File: config.mk
export PLATFORM = sky130hd
export DESIGN_NAME = q2_sequencer_flat
export DESIGN_NICKNAME = d
export VERILOG_FILES = /design/src/rtl/q2_pkg.sv /design/src/rtl/q2_sequencer_if.sv /design/src/rtl/q2_phase_timer.sv /design/src/rtl/q2_sequencer.sv /design/src/flat_wrapper.sv
export SDC_FILE = /design/constraint.sdc
export NUM_CORES = 1
export LEC_CHECK = 0
export CAP_MARGIN = 20
export CORE_UTILIZATION = 40
export DETAILED_ROUTE_END_ITERATION = 16
export PLACE_DENSITY = 0.62
export SLEW_MARGIN = 10
export SYNTH_ARGS = -nofsm -noshare
export SYNTH_HDL_FRONTEND = slang
export SYNTH_HIERARCHICAL = 1
export SYNTH_SLANG_ARGS = --single-unit
File: constraint.sdc
create_clock -name clk -period 2.2 [get_ports clk]
set_input_delay 0.33 -clock clk [delete_from_list [all_inputs] [get_ports clk]]
set_output_delay 0.33 -clock clk [all_outputs]
set_load 0.1 [all_outputs]
File: src/rtl/q2_pkg.sv
// Shared state encodings and defaults for the q2 instruction sequencer.
package q2_pkg;

    localparam int unsigned PHASE_CYCLES_DEF = 4;
    localparam int unsigned ALU_BITS_DEF     = 8;

    localparam logic [3:0] ST_FETCH     = 4'b0000;
    localparam logic [3:0] ST_DEREF     = 4'b0001;
    localparam logic [3:0] ST_LOAD      = 4'b0010;
    localparam logic [3:0] ST_EXEC      = 4'b0011;
    localparam logic [3:0] ST_ALU_FIRST = 4'b0100;
    localparam logic [3:0] ST_ALU_LAST  = 4'(3 + ALU_BITS_DEF);

    typedef enum logic [1:0] {
        RC_STOPPED,
        RC_RUN,
        RC_STEP
    } run_state_e;

    function automatic logic [3:0] alu_last(input int unsigned bits);
        return 4'(3 + bits);
    endfunction

endpackage

File: src/rtl/q2_sequencer_if.sv
// Front-panel controls and state-bit outputs shared between the sequencer and q2_control.
interface q2_sequencer_if;

    logic run_sw;
    logic step_sw;
    logic s2in;
    logic op2;
    logic halt;
    logic s0;
    logic s1;
    logic s2;
    logic s3;
    logic ws;
    logic running;

    modport master (
        input  run_sw, step_sw, s2in, op2, halt,
        output s0, s1, s2, s3, ws, running
    );

    modport slave (
        output run_sw, step_sw, s2in, op2, halt,
        input  s0, s1, s2, s3, ws, running
    );

endinterface

File: src/rtl/q2_phase_timer.sv
// Counts clocks within a state and produces the registered end-of-state write strobe.
module q2_phase_timer
    import q2_pkg::*;
#(
    parameter int unsigned PHASE_CYCLES = PHASE_CYCLES_DEF
) (
    input  logic clk,
    input  logic rst,
    input  logic enable,
    output logic ws
);

    localparam logic [3:0] PH_LAST    = 4'(PHASE_CYCLES - 1);
    localparam logic [3:0] PH_PRELAST = 4'(PHASE_CYCLES - 2);

    logic [3:0] r_phase;
    logic       r_ws;

    // ws is set one phase early so it rises together with phase == PH_LAST.
    always_ff @(posedge clk) begin
        if (rst || !enable) begin
            r_phase <= '0;
            r_ws    <= 1'b0;
        end else begin
            r_ws    <= (r_phase == PH_PRELAST);
            r_phase <= (r_phase == PH_LAST) ? '0 : r_phase + 4'd1;
        end
    end

    assign ws = r_ws;

endmodule

File: src/rtl/q2_sequencer.sv
// Instruction-cycle state sequencer with front-panel run/step/stop control and halt latch.
module q2_sequencer
    import q2_pkg::*;
#(
    parameter int unsigned PHASE_CYCLES = PHASE_CYCLES_DEF,
    parameter int unsigned ALU_BITS     = ALU_BITS_DEF
) (
    input  logic           clk,
    input  logic           rst,
    q2_sequencer_if.master bus
);

    localparam logic [3:0] ST_ALU_END = alu_last(ALU_BITS);

    logic [3:0] r_state;
    logic [3:0] w_succ;
    logic [3:0] w_state_next;
    run_state_e r_rc;
    run_state_e w_rc_next;
    logic       r_step_d;
    logic       r_halt_pend;
    logic       w_ws;
    logic       w_running;
    logic       w_step_rise;
    logic       w_boundary;
    logic       w_halt_now;
    logic       w_unused_op2;

    q2_phase_timer #(
        .PHASE_CYCLES(PHASE_CYCLES)
    ) u_timer (
        .clk    (clk),
        .rst    (rst),
        .enable (w_running),
        .ws     (w_ws)
    );

    always_comb begin
        w_succ = ST_FETCH;
        case (r_state)
            ST_FETCH: w_succ = ST_DEREF;
            ST_DEREF: w_succ = ST_LOAD;
            ST_LOAD:  w_succ = ST_EXEC;
            ST_EXEC:  w_succ = bus.s2in ? ST_ALU_FIRST : ST_FETCH;
            default: begin
                if (r_state >= ST_ALU_FIRST && r_state < ST_ALU_END) begin
                    w_succ = r_state + 4'd1;
                end
            end
        endcase
    end

    assign w_boundary   = (w_succ == ST_FETCH);
    assign w_halt_now   = (r_state == ST_EXEC) && bus.halt;
    assign w_state_next = w_ws ? w_succ : r_state;
    assign w_step_rise  = bus.step_sw & ~r_step_d;
    assign w_running    = (r_rc != RC_STOPPED);
    assign w_unused_op2 = bus.op2;

    // Halt sampled at an exec ws that itself ends the instruction must stop it too.
    always_comb begin
        w_rc_next = r_rc;
        case (r_rc)
            RC_STOPPED: begin
                if (bus.run_sw) begin
                    w_rc_next = RC_RUN;
                end else if (w_step_rise) begin
                    w_rc_next = RC_STEP;
                end
            end
            RC_RUN, RC_STEP: begin
                if (w_ws && w_boundary &&
                    (r_rc == RC_STEP || !bus.run_sw || r_halt_pend || w_halt_now)) begin
                    w_rc_next = RC_STOPPED;
                end
            end
            default: w_rc_next = RC_STOPPED;
        endcase
    end

    always_ff @(posedge clk) begin
        if (rst) begin
            r_rc <= RC_STOPPED;
        end else begin
            r_rc <= w_rc_next;
        end
    end

    always_ff @(posedge clk) begin
        if (rst) begin
            r_state     <= ST_FETCH;
            r_step_d    <= 1'b0;
            r_halt_pend <= 1'b0;
        end else begin
            r_state  <= w_state_next;
            r_step_d <= bus.step_sw;
            if (w_ws && w_boundary) begin
                r_halt_pend <= 1'b0;
            end else if (w_ws && w_halt_now) begin
                r_halt_pend <= 1'b1;
            end
        end
    end

    assign bus.s0      = r_state[0];
    assign bus.s1      = r_state[1];
    assign bus.s2      = r_state[2];
    assign bus.s3      = r_state[3];
    assign bus.ws      = w_ws;
    assign bus.running = w_running;

endmodule
File: src/flat_wrapper.sv
// flat-port wrapper written by rule: the top's interface ports become plain ports
module q2_sequencer_flat import q2_pkg::*;
#(
    parameter int unsigned PHASE_CYCLES = PHASE_CYCLES_DEF,
    parameter int unsigned ALU_BITS     = ALU_BITS_DEF
)
  (clk, rst, bus_run_sw, bus_step_sw, bus_s2in, bus_op2, bus_halt, bus_s0, bus_s1, bus_s2, bus_s3, bus_ws, bus_running);
  q2_sequencer_if bus_i ();
  input  logic clk;
  input  logic rst;
  input wire logic [$bits(bus_i.run_sw)-1:0] bus_run_sw;
  input wire logic [$bits(bus_i.step_sw)-1:0] bus_step_sw;
  input wire logic [$bits(bus_i.s2in)-1:0] bus_s2in;
  input wire logic [$bits(bus_i.op2)-1:0] bus_op2;
  input wire logic [$bits(bus_i.halt)-1:0] bus_halt;
  output wire logic [$bits(bus_i.s0)-1:0] bus_s0;
  output wire logic [$bits(bus_i.s1)-1:0] bus_s1;
  output wire logic [$bits(bus_i.s2)-1:0] bus_s2;
  output wire logic [$bits(bus_i.s3)-1:0] bus_s3;
  output wire logic [$bits(bus_i.ws)-1:0] bus_ws;
  output wire logic [$bits(bus_i.running)-1:0] bus_running;
  assign bus_i.run_sw = bus_run_sw;
  assign bus_i.step_sw = bus_step_sw;
  assign bus_i.s2in = bus_s2in;
  assign bus_i.op2 = bus_op2;
  assign bus_i.halt = bus_halt;
  assign bus_s0 = bus_i.s0;
  assign bus_s1 = bus_i.s1;
  assign bus_s2 = bus_i.s2;
  assign bus_s3 = bus_i.s3;
  assign bus_ws = bus_i.ws;
  assign bus_running = bus_i.running;
  q2_sequencer #(.PHASE_CYCLES(PHASE_CYCLES), .ALU_BITS(ALU_BITS)) u_core (.clk(clk), .rst(rst), .bus(bus_i));
endmodule
Word level (Yosys, flattened, before mapping)

Cells that the tools add are included.

Word-level logic and storage cells: 47
Latch bits: 0
Register bits after elaboration: 13
ROM bits: 0
Memory bits (writable): 0
Output and inout port bits: 6
Memories kept: 0

Shift operators: 0
Equal/unequal tests: 9
Order comparisons: 2
Multipliers: 0
Bitwise operators: 2
Multiplexer cells: 7
Div/mod/pow operators: 0
Reduce and logical (&&, ||, !) cells: 19
Add/subtract/negate cells: 2

Operators with widths:

| kind                | number |
|---|---|
| $eq 4x2->1 const B  | 4 |
| $pmux 4 s4          | 1 |
| $add 4x1->4 const B | 2 |
| $logic_not 4->1     | 2 |
| $mux 2              | 3 |
| $reduce_or 2->1     | 3 |
| $logic_and 1x1->1   | 5 |
| $eq 4x1->1 const B  | 1 |
| $ge 4x3->1 const B  | 1 |
| $logic_or 1x1->1    | 4 |
| $lt 4x4->1 const B  | 1 |
| $mux 4              | 1 |
| $pmux 2 s2          | 1 |
| $mux 3              | 1 |
| $ne 3x2->1 const B  | 1 |
| $eq 2x1->1 const B  | 1 |
| $eq 2x2->1 const B  | 1 |
| $logic_not 1->1     | 2 |
| $logic_not 2->1     | 1 |
| $ne 2x1->1 const B  | 1 |
| $reduce_and 2->1    | 1 |
| $reduce_bool 2->1   | 1 |
| $and 1x1->1         | 1 |
| $not 1->1           | 1 |

Depth between registers and ports, before layout

Depth after elaboration: 9
Depth in mapped cells: 7
Mapped depth without buffers: 7

Cells and area by module

The synthesis kept the hierarchy.

By module, submodules not included:

| module         | instances | cells each | area an instance (um2) |
|---|---|---|---|
| q2_sequencer   | 1         | 67         | 559.3 |
| q2_phase_timer | 1         | 20         | 212.7 |

Worst setup path after synthesis

No wires, ideal clock.

Path kind: register -> register
Start: register u_core.r_state[0]
End: register u_core.r_rc[0]
Stages on the path, launching flop included: 8
Required time: 2.128 ns
Path slack: -0.350 ns
Data arrival time: 2.479 ns
Buffers on the path: 0
Cell sequence: dfxtp_1 -> inv_1 -> ha_1 -> and2b_1 -> o32a_1 -> nor3b_2 -> a21boi_1 -> mux2i_1

Longest elaborated chain between the ends: 9
Elaborated cells between the ends (all ways): 17
Classes of those cells: 1 x add/sub; 2 x order compare; 4 x eq/ne; 2 x mux; 8 x reduce/logical

Ends and longest elaborated chain:

| element                                         | line               | text |
|---|---|---|
| from (decl)                                     | q2_sequencer.sv:15 | `logic [3:0] r_state;` |
| from (signal assigned)                          | q2_sequencer.sv:95 | `r_state <= w_state_next;` |
| $ge 4x3->1 / $lt 4x4->1 (equally long branches) | q2_sequencer.sv:46 | `if (r_state >= ST_ALU_FIRST && r_state < ST_ALU_END) begin` |
| $logic_and 1x1->1                               | q2_sequencer.sv:46 |  |
| $mux 4                                          | q2_sequencer.sv:46 |  |
| $pmux 4 s4                                      | q2_sequencer.sv:40 | `case (r_state)` |
| $logic_not 4->1                                 | q2_sequencer.sv:53 | `assign w_boundary = (w_succ == ST_FETCH);` |
| $logic_and 1x1->1                               | q2_sequencer.sv:72 | `if (w_ws && w_boundary &&` |
| $logic_and 1x1->1 *                             | q2_sequencer.sv:72 |  |
| $ne 2x1->1 (no line) *                          | n/a                |  |
| $reduce_and 2->1 (no line) *                    | n/a                |  |
| to (signal assigned)                            | q2_sequencer.sv:85 | `r_rc <= w_rc_next;` |
| to (decl)                                       | q2_sequencer.sv:18 | `run_state_e r_rc;` |

Mark *: on every way between the ends. The rest lies on a longest branch, timed or not.
A chain may end at the register's enable or synchronous reset.

Final worst setup path

Ends and elaborated chain as after synthesis.

==> results.txt <==
----------------------------------------------------
[Placement]
  Number of buffer cells added on primary ports ... 11
  Instance count after placement with tap cells included ... about 120
  DP HPWL ... approximately 1000 microns
  Dpl ws ... about 320 ps
  Final weighted congestion in routability-driven placement ... slightly below 0.8

[Yosys]
  Post-Synthesis Mean Instance Area ... 8.87 sq um
  Biggest area contributors in the synthesized netlist ... sky130_fd_sc_hd__dfxtp_1 34%, sky130_fd_sc_hd__ha_1 13%, sky130_fd_sc_hd__a211oi_1 4.9%
  Mapped Area ... between 700 and 800 sq um
  Yosys warning total ... 6
  Post-Syn Instances ... between 80 and 90
  Fraction of the yosys area taken by sequential cells ... 0.337
  Post-synth net total ... about 100
  Yosys top cell area share ... 0.337
  Synthesized flop and latch total ... 13
  Distinct cell type count of the synthesized netlist ... 29
  Largest area contributor in the netlist ... sky130_fd_sc_hd__dfxtp_1

[Setup path]
  Nature of the critical path endpoint ... register
  Peak per-stage delay on the critical path ... approximately 380 ps
  Crit path required time ... roughly 2400 ps
  Largest fanout on the critical path ... 6
  Top delay family on crit path ... compound AO/OA/AOI/OAI gates
  Worst path slowest cell ... sky130_fd_sc_hd__dfxtp_2
  Crit-path cells ... inv_1 > ha_1 > and2b_1 > o32a_1 > nor3b_2 > a21boi_1 > mux2i_1
  Arrival time of the worst setup path ... roughly 2100 ps
  Worst Setup Start Kind ... register
  Critical path buffers and inverters ... 1
  Type of the worst setup path ... register to register

[Global routing]
  Number of global-route vias before repair ... slightly above 500
  Antenna violations before repair ... 0
  Congestion Overflow GR ... 0
  First-pass GRT wire length ... between 2000 and 2500 microns
  Total routing usage reported by global routing ... 0.141
  Global-route met1 utilization ... 0.180
  Met2 capacity usage during global routing ... 0.225
  Met3 usage in global routing ... 0.0238
  Maximum number of pins on one net before global-route repair ... 16
  Layer carrying the most global-route usage ... met2

[Cells and area]
  Storage cell area ... 264 sq um
  Post-layout utilization of the core ... 0.528
  Area Growth Syn to Fin ... 20.6%
  Ratio of cells with drive above 1 in the final layout ... 0.160
  Filler Cell Count ... 184
  Post-layout instance count excluding filler cells ... 125
  Combined area of the multi-input logic cells ... between 400 and 500 sq um
  Commonest non-fill, non-tap cells in the layout ... 10 x sky130_fd_sc_hd__nor2_1, 10 x sky130_fd_sc_hd__dfxtp_1, 8 x sky130_fd_sc_hd__inv_1, 8 x sky130_fd_sc_hd__ha_1, 6 x sky130_fd_sc_hd__nand2b_1
  Nets ... 116
  ANT cells ... 0

[Status]
  Outcome ... finished clean

[STA]
  Count of pins over their slew limit ... 0
  Accumulated negative setup slack ... 0 ps
  Highest attainable clock frequency ... ~530 MHz
  Final setup violation count ... 0
  Least-Margin Pin Slew ... approximately 530 ps
  Part of the cycle the worst path needs ... 0.854
  Min Hold Slack ... around 500 ps
  Worst setup slack after layout ... between 300 and 400 ps
  Tightest slew margin relative to the limit ... 0.639
  Fin. Hold Viols ... 0
  Post-route minimum period ... between 1500 and 2000 ps
  Unrepaired setup endpoints after global routing ... false
  Skew final ... between 4 and 5 ps

[Clock tree]
  CTS Hold Buffers Added ... 0
  Depth of the CTS H-tree ... 1
  Number of buffers created by CTS ... 3
  # resized after CTS ... 0
  Sink Count ... 13
  Clock-pin slew of the registers on the worst-case setup and hold paths ... approximately 80 ps
  Skew-Pair Late Insertion Delay ... roughly 270 ps
  Count of buffers added by post-CTS timing repair for setup ... 0
  Maximum clock insertion buffer count ... 2
  CTS tree ... yes
  CTS Root Buffer Type ... sky130_fd_sc_hd__clkbuf_4

[Drt]
  Number of violations reported at the end of detailed-routing iteration 0 ... 4
  DRC ... 0
  Routed length per placed instance ... 10.8 microns
  Detailed-routing iteration count for the pre-antenna-repair pass ... 4
  Vias per std cell ... slightly above 5
  Sum of routed wire length over all layers ... between 1000 and 1500 microns
  Number of nets with antenna violations after routing ... 0
  Routed vias ... approximately 650

[Floorplanning]
  Number of standard-cell rows in the floorplan ... 15
  Area of the core region ... 0.00176 sq mm
  Top-level port count ... 13
  Die Height ... 45.9 microns
  Die Span X ... roughly 46 microns
  Floorplan die area ... between 0.002 and 0.0025 sq mm
  Initial core utilization ... 0.438

[Power and ir drop]
  Maximum vdd drop ... a little under 0.0004 V
  PD cells ... just over 600 mW/mm^2
  Static Leakage ... approximately 0.00037 uW

[Worst hold path]
  Hold Path Class ... register to register

[Run]
  Max cap viols ... 0

----------------------------------------------------
[power by group]
part	leakage [uW]	internal (uW)	switching (uW)	total, uW
Clock	0.0000177	67.2	79.0	146
Combinational	0.000247	67.0	105	172
Sequential	0.000107	248	10.0	258
[synthesized netlist by cell type]
cell / count
sky130_fd_sc_hd__o311ai_1: 1
sky130_fd_sc_hd__nor4_1: 1
sky130_fd_sc_hd__ha_1: 8
sky130_fd_sc_hd__dfxtp_1: 13
sky130_fd_sc_hd__nand3_2: 1
sky130_fd_sc_hd__a21oi_1: 5
sky130_fd_sc_hd__nand3_1: 2
sky130_fd_sc_hd__mux2i_1: 3
sky130_fd_sc_hd__nor3b_2: 1
sky130_fd_sc_hd__o32a_1: 1
sky130_fd_sc_hd__or3b_1: 2
sky130_fd_sc_hd__a21boi_1: 1
sky130_fd_sc_hd__nand2b_1: 6
sky130_fd_sc_hd__and4bb_1: 1
sky130_fd_sc_hd__inv_1: 8
sky130_fd_sc_hd__nor2b_1: 1
sky130_fd_sc_hd__or3_1: 1
sky130_fd_sc_hd__nor3_2: 1
sky130_fd_sc_hd__nor4b_1: 2
sky130_fd_sc_hd__o21ai_0: 1
sky130_fd_sc_hd__and2b_1: 1
sky130_fd_sc_hd__a211oi_1: 5
sky130_fd_sc_hd__a211o_1: 1
sky130_fd_sc_hd__nor2_1: 10
sky130_fd_sc_hd__nand3b_1: 3
sky130_fd_sc_hd__buf_4: 1
sky130_fd_sc_hd__nor3_1: 4
sky130_fd_sc_hd__nand2_1: 1
sky130_fd_sc_hd__clkbuf_1: 1
[layer usage]
layer  routed length [microns]  up-vias
met2                       589       13
li1                          -      336
met3                        49        2
met1                       694      295
met5                         0        -
met4                        12        0
[flip-flops by register name, summed over array words and instances (netlist names)]
name,flops
u_core/r_rc,2
u_core/u_timer/ws,1
u_core/r_halt_pend,1
u_core/u_timer/r_phase,4
u_core/r_step_d,1
u_core/r_state,4
[area by class of cell]
type / count / share of cell area
Clock buffer: 3 / 0.0242
Sequential cell: 13 / 0.284
Clock inverter: 1 / 0.00538
Tap cell: 25 / 0.0336
Multi-Input combinational cell: 64 / 0.505
Inverter: 8 / 0.0323
Timing Repair Buffer: 11 / 0.116
[stage by stage]
stage | power [uW] | cell area [sq um]
floorplan | 382 | 776
global placement | 435 | 903
detailed placement | 437 | 903
CTS | 584 | 931
global route | 614 | 931
finish | 577 | 931
[path summary, 6_finish.rpt]
check                                             from  slack, ps  depth (start not counted)                              endpoint
setup / recovery        u_core/r_state[0]$_SDFFE_PP0P_        320                          7           u_core/r_rc[0]$_SDFFE_PP0P_
hold / removal    u_core/u_timer/r_phase[0]$_SDFF_PP0_        490                          1  u_core/u_timer/r_phase[0]$_SDFF_PP0_
setup reg to reg        u_core/r_state[0]$_SDFFE_PP0P_        320                          7           u_core/r_rc[0]$_SDFFE_PP0P_
hold reg to reg   u_core/u_timer/r_phase[0]$_SDFF_PP0_        490                          1  u_core/u_timer/r_phase[0]$_SDFF_PP0_
[logic make-up (layout without fill, tap and decap cells)]
group                    Yosys count  count (layout)  share of synthesized area
AO/OA/AOI/OAI                     15              15                      0.133
adder cells (fa/ha/maj)            8               8                      0.130
buffers and inverters             10              23                     0.0535
flip-flops                        13              13                      0.337
multiplexers                       3               3                     0.0389
AND/OR/NAND/NOR                   38              38                      0.308
(Power assumes the default switching activity.)
==> RTL change 1, RTL diff (same flow settings) <==
The 3 states of `run_state_e` get a one-hot encoding in 3 bits.
--- a/src/rtl/q2_pkg.sv
+++ b/src/rtl/q2_pkg.sv
@@ -12,8 +12,8 @@
     localparam logic [3:0] ST_ALU_LAST  = 4'(3 + ALU_BITS_DEF);
 
-    typedef enum logic [1:0] {
-        RC_STOPPED,
-        RC_RUN,
-        RC_STEP
+    typedef enum logic [2:0] {
+        RC_STOPPED = 3'b001,
+        RC_RUN     = 3'b010,
+        RC_STEP    = 3'b100
     } run_state_e;
 
Behaviour: no difference found for any inputs over 10 cycles, from zero or initial values and one cycle with rst high; not proved beyond that.
==> RTL change 1 against the original RTL <==
Design area grew 4.8%; routed wire length up 10%; die area increased by 7.0%; power decreased by 2.1%; sequential cell count is 1 higher; worst setup slack better by 54 ps; synthesized cell count increased by 1.1%; clock skew shrank 4.4 ps; largest power group unchanged; synthesized area rose by 7.3%.
==> RTL change 1: results <==
{
  "cts_setup_buffers": 0,
  "drt_iter0_drc": 6,
  "post_cts_resized": 0,
  "vdd_drop_max_mv": 0.351,
  "ys_warn_count": 6,
  "drive_above_1_share_pct": 23.0,
  "clockBufferDepth": 2,
  "status": "complete, no violations",
  "arrival_ps": 1490,
  "async_flop_share_pct": 0,
  "antenna_found_initial": 0,
  "fillers": 221,
  "synthTopCellsByCount": "dfxtp_1, nor2_1, ha_1, inv_1, nor3_1",
  "first_global_vias": 558,
  "grt_usage_pct": 14.7,
  "clk_pin_slew_ps": 90,
  "gp_congestion": 0.752,
  "cp_max_fo": 7,
  "synthesis.nets": 101,
  "ys_types": 38,
  "cts-root-buf": "clkbuf_4",
  "ys_seq_area_share_pct": 33.8,
  "intPower_w": 0.000404,
  "nNetsFinal": 114,
  "grt_max_degree": 13,
  "place_ws_ps": 417,
  "leakagePower_nw": 0.367,
  "finalClockSkew_ps": 0.539,
  "dr.pass1.iters": 4,
  "antenna_cells": 0,
  "grt_pass1_wl_um": 2350,
  "max_slew_margin_pct": 72.8,
  "routed_wl_um": 1490,
  "port_buffers": 11,
  "h-tree-depth": 1,
  "globalRouteOverflowTotal": 0,
  "clk_latency_ps": 270,
  "dpl_cell_area_um2": 940,
  "synth_area_leaders": "dfxtp_1, ha_1, nor2_1",
  "reg_top3": "u_core/r_state: 4 flops, u_core/u_timer/r_phase: 4 flops, u_core/r_rc: 3 flops",
  "hp-class": "reg2reg",
  "viasPerCell": 5.28,
  "cts_hold_buf": 0,
  "dpl.hpwl_um": 1100,
  "cts_buffers": 3
}
## RTL change 1: logic make-up after synthesis
group                      Yosys count  synth area share (%)
AOI/OAI and AO/OA                   15                  14.0
xor gates and xnor gates             1                  1.06
DFF                                 14                  33.8
muxes                                2                  2.42
and+or+nand+nor                     41                  34.0
buffers and inverters                9                  5.59
adders and majority gates            6                  9.06
## RTL change 1: worst max-delay path: stages (launching register included)
cell and delay, ps:
dfxtp_1 430, or3b_2 530, buf_4 260
## RTL change 1: area by class of cell
cell class	count	area share, %
clock buffer	4	3.72
inverter	5	1.92
multi-input combinational	65	51.4
sequential	14	29.0
tap	27	3.46
timing repair buffer	12	10.5
## RTL change 1: worst paths after layout
| check | depth (start not counted) | startpoint | slack (ps) | endpoint |
|---|---|---|---|---|
| worst min register to register | 1 | u_core/u_timer/r_phase[0] | 490 | u_core/u_timer/r_phase[0] |
| worst min-delay path | 1 | u_core/u_timer/r_phase[0] | 490 | u_core/u_timer/r_phase[0] |
| worst max register to register | 6 | u_core/r_state[0] | 430 | u_core/r_rc[1] |
| worst max-delay path | 2 | u_core/r_rc[0] | 380 | bus_running |
## RTL change 1: power groups by stage
stage	registers [W]	clock network [W]	logic, W
5_1_grt	0.000282	0.000198	0.000109
3_3_place_gp	0.000285	0	0.000100
3_5_place_dp	0.000285	0	0.000102
2_1_floorplan	0.000287	0	0.0000721
4_1_cts	0.000279	0.000190	0.000102
6_report	0.000280	0.000183	0.000101
## RTL change 1: metal layers
metal / vias to the layer above / GRT usage, % / share of wire (%)
li1: 349 / - / -
met1: 310 / 19.4 / 51
met2: 10 / 23.6 / 45
met3: 2 / 2.26 / 3.4
met4: 0 / 6.86 / 0.61
met5: - / 0 / 0
## RTL change 1: metrics by stage
| step | instances | utilization, % | hold slack, ps |
|---|---|---|---|
| final | 127 | 49.7 | 491 |
| after global routing | 127 | 49.7 | 532 |
| after CTS | 127 | 49.7 | 501 |
| after detailed placement | 123 | 47.9 | 480 |
| after global placement | 123 | 47.9 | 472 |
| after floorplan | 88 | - | 444 |
==> RTL change 2, RTL diff (config.mk and constraints unchanged) <==
Without the edit above. Make the reset (`rst`) asynchronous in 2 clocked blocks.
--- a/src/rtl/q2_sequencer.sv
+++ b/src/rtl/q2_sequencer.sv
@@ -79,5 +79,5 @@
     end
 
-    always_ff @(posedge clk) begin
+    always_ff @(posedge clk or posedge rst) begin
         if (rst) begin
             r_rc <= RC_STOPPED;
@@ -87,5 +87,5 @@
     end
 
-    always_ff @(posedge clk) begin
+    always_ff @(posedge clk or posedge rst) begin
         if (rst) begin
             r_state     <= ST_FETCH;
Function: differs if rst is asserted again (counterexample within 4 cycles, from zero or initial values and one cycle with rst high); with rst held inactive, the same outputs for 10 cycles.
==> RTL change 2 against the original RTL <==
Critical path depth did not move; design area rose by 8.1%; utilization is 0.96 points lower; first-iteration DRC count fell by 25%; routed wire length rose by 15%; clock skew fell by 3.9 ps; synthesized area rose by 6.6%; sequential cell count is the same; count of clock-buffer cells in the layout rose by 1; worst setup slack got worse by 240 ps; highest routed layer unchanged.
Power is not shown: default switching activity piles up to over one toggle a cycle in this logic, so the estimate is an artifact.
==> RTL change 2: results <==
{
  "status": "complete, no violations",
  "synthFlopType": "dfrtp_1",
  "sh_seq_area_pct": 30.7,
  "async_flop_share_pct": 61.5,
  "syn_area_per_cell_um2": 9.46,
  "hp-class": "in2async",
  "area_share_clock_buf_inv_pct": 2.61,
  "ys_types": 33,
  "finalClockSkew_ps": 0.978,
  "reg2reg_to": "u_core/r_rc[0]",
  "die_w_um": 47.4,
  "multi_input_gates": 62,
  "drive_above_1_share_pct": 20.0,
  "drt_iter0_drc": 3,
  "grt_max_degree": 12,
  "rr_startpoint": "u_core/r_state[0]",
  "vias": 667,
  "nClkBuffers": 4,
  "layout_setup_ws_ps": 81.3,
  "grt_usage_pct": 16.6,
  "ys_seq_area_share_pct": 36.5,
  "buffer_area_share_pct": 12.2,
  "routed_wl_um": 1550,
  "gp_congestion": 0.795,
  "multi_input_area_um2": 484,
  "first_global_vias": 578,
  "whs_ps": 366
}
RTL change 2: changes by cell type after synthesis, moves of 3 or more:
cell / change
nor3_1: -3
o21ai_0: +3
dfxtp_1: -8
dfrtp_1: +8
nand2_1: +4
buf_2: +3
nor2_1: -7
RTL change 2: metal layers:
layer | track usage (%) | share of wire, % | routed length (µm) | vias up
li1 | - | - | - | 342
met1 | 23.7 | 50 | 783 | 312
met2 | 24.1 | 45 | 705 | 11
met3 | 4.62 | 3.1 | 48 | 2
met4 | 5.14 | 0.84 | 13 | 0
met5 | 0 | 0 | 0 | -
RTL change 2: logic make-up (layout without fill, tap and decap cells):
family,Yosys count,after routing,synth area share (%)
flops,13,13,36.5
compound gates,24,24,21.3
fa+ha+maj,8,8,12.2
simple gates,29,29,22.0
buf+inv,12,25,6.84
mux,1,1,1.22
RTL change 2: worst max-delay path, stage by stage (launching register included):
cell and delay, ps:
dfrtp_4 470, inv_1 70, ha_1 220, or2_0 220, a211oi_2 330, o311ai_4 190
o211a_1 250, a211o_1 260
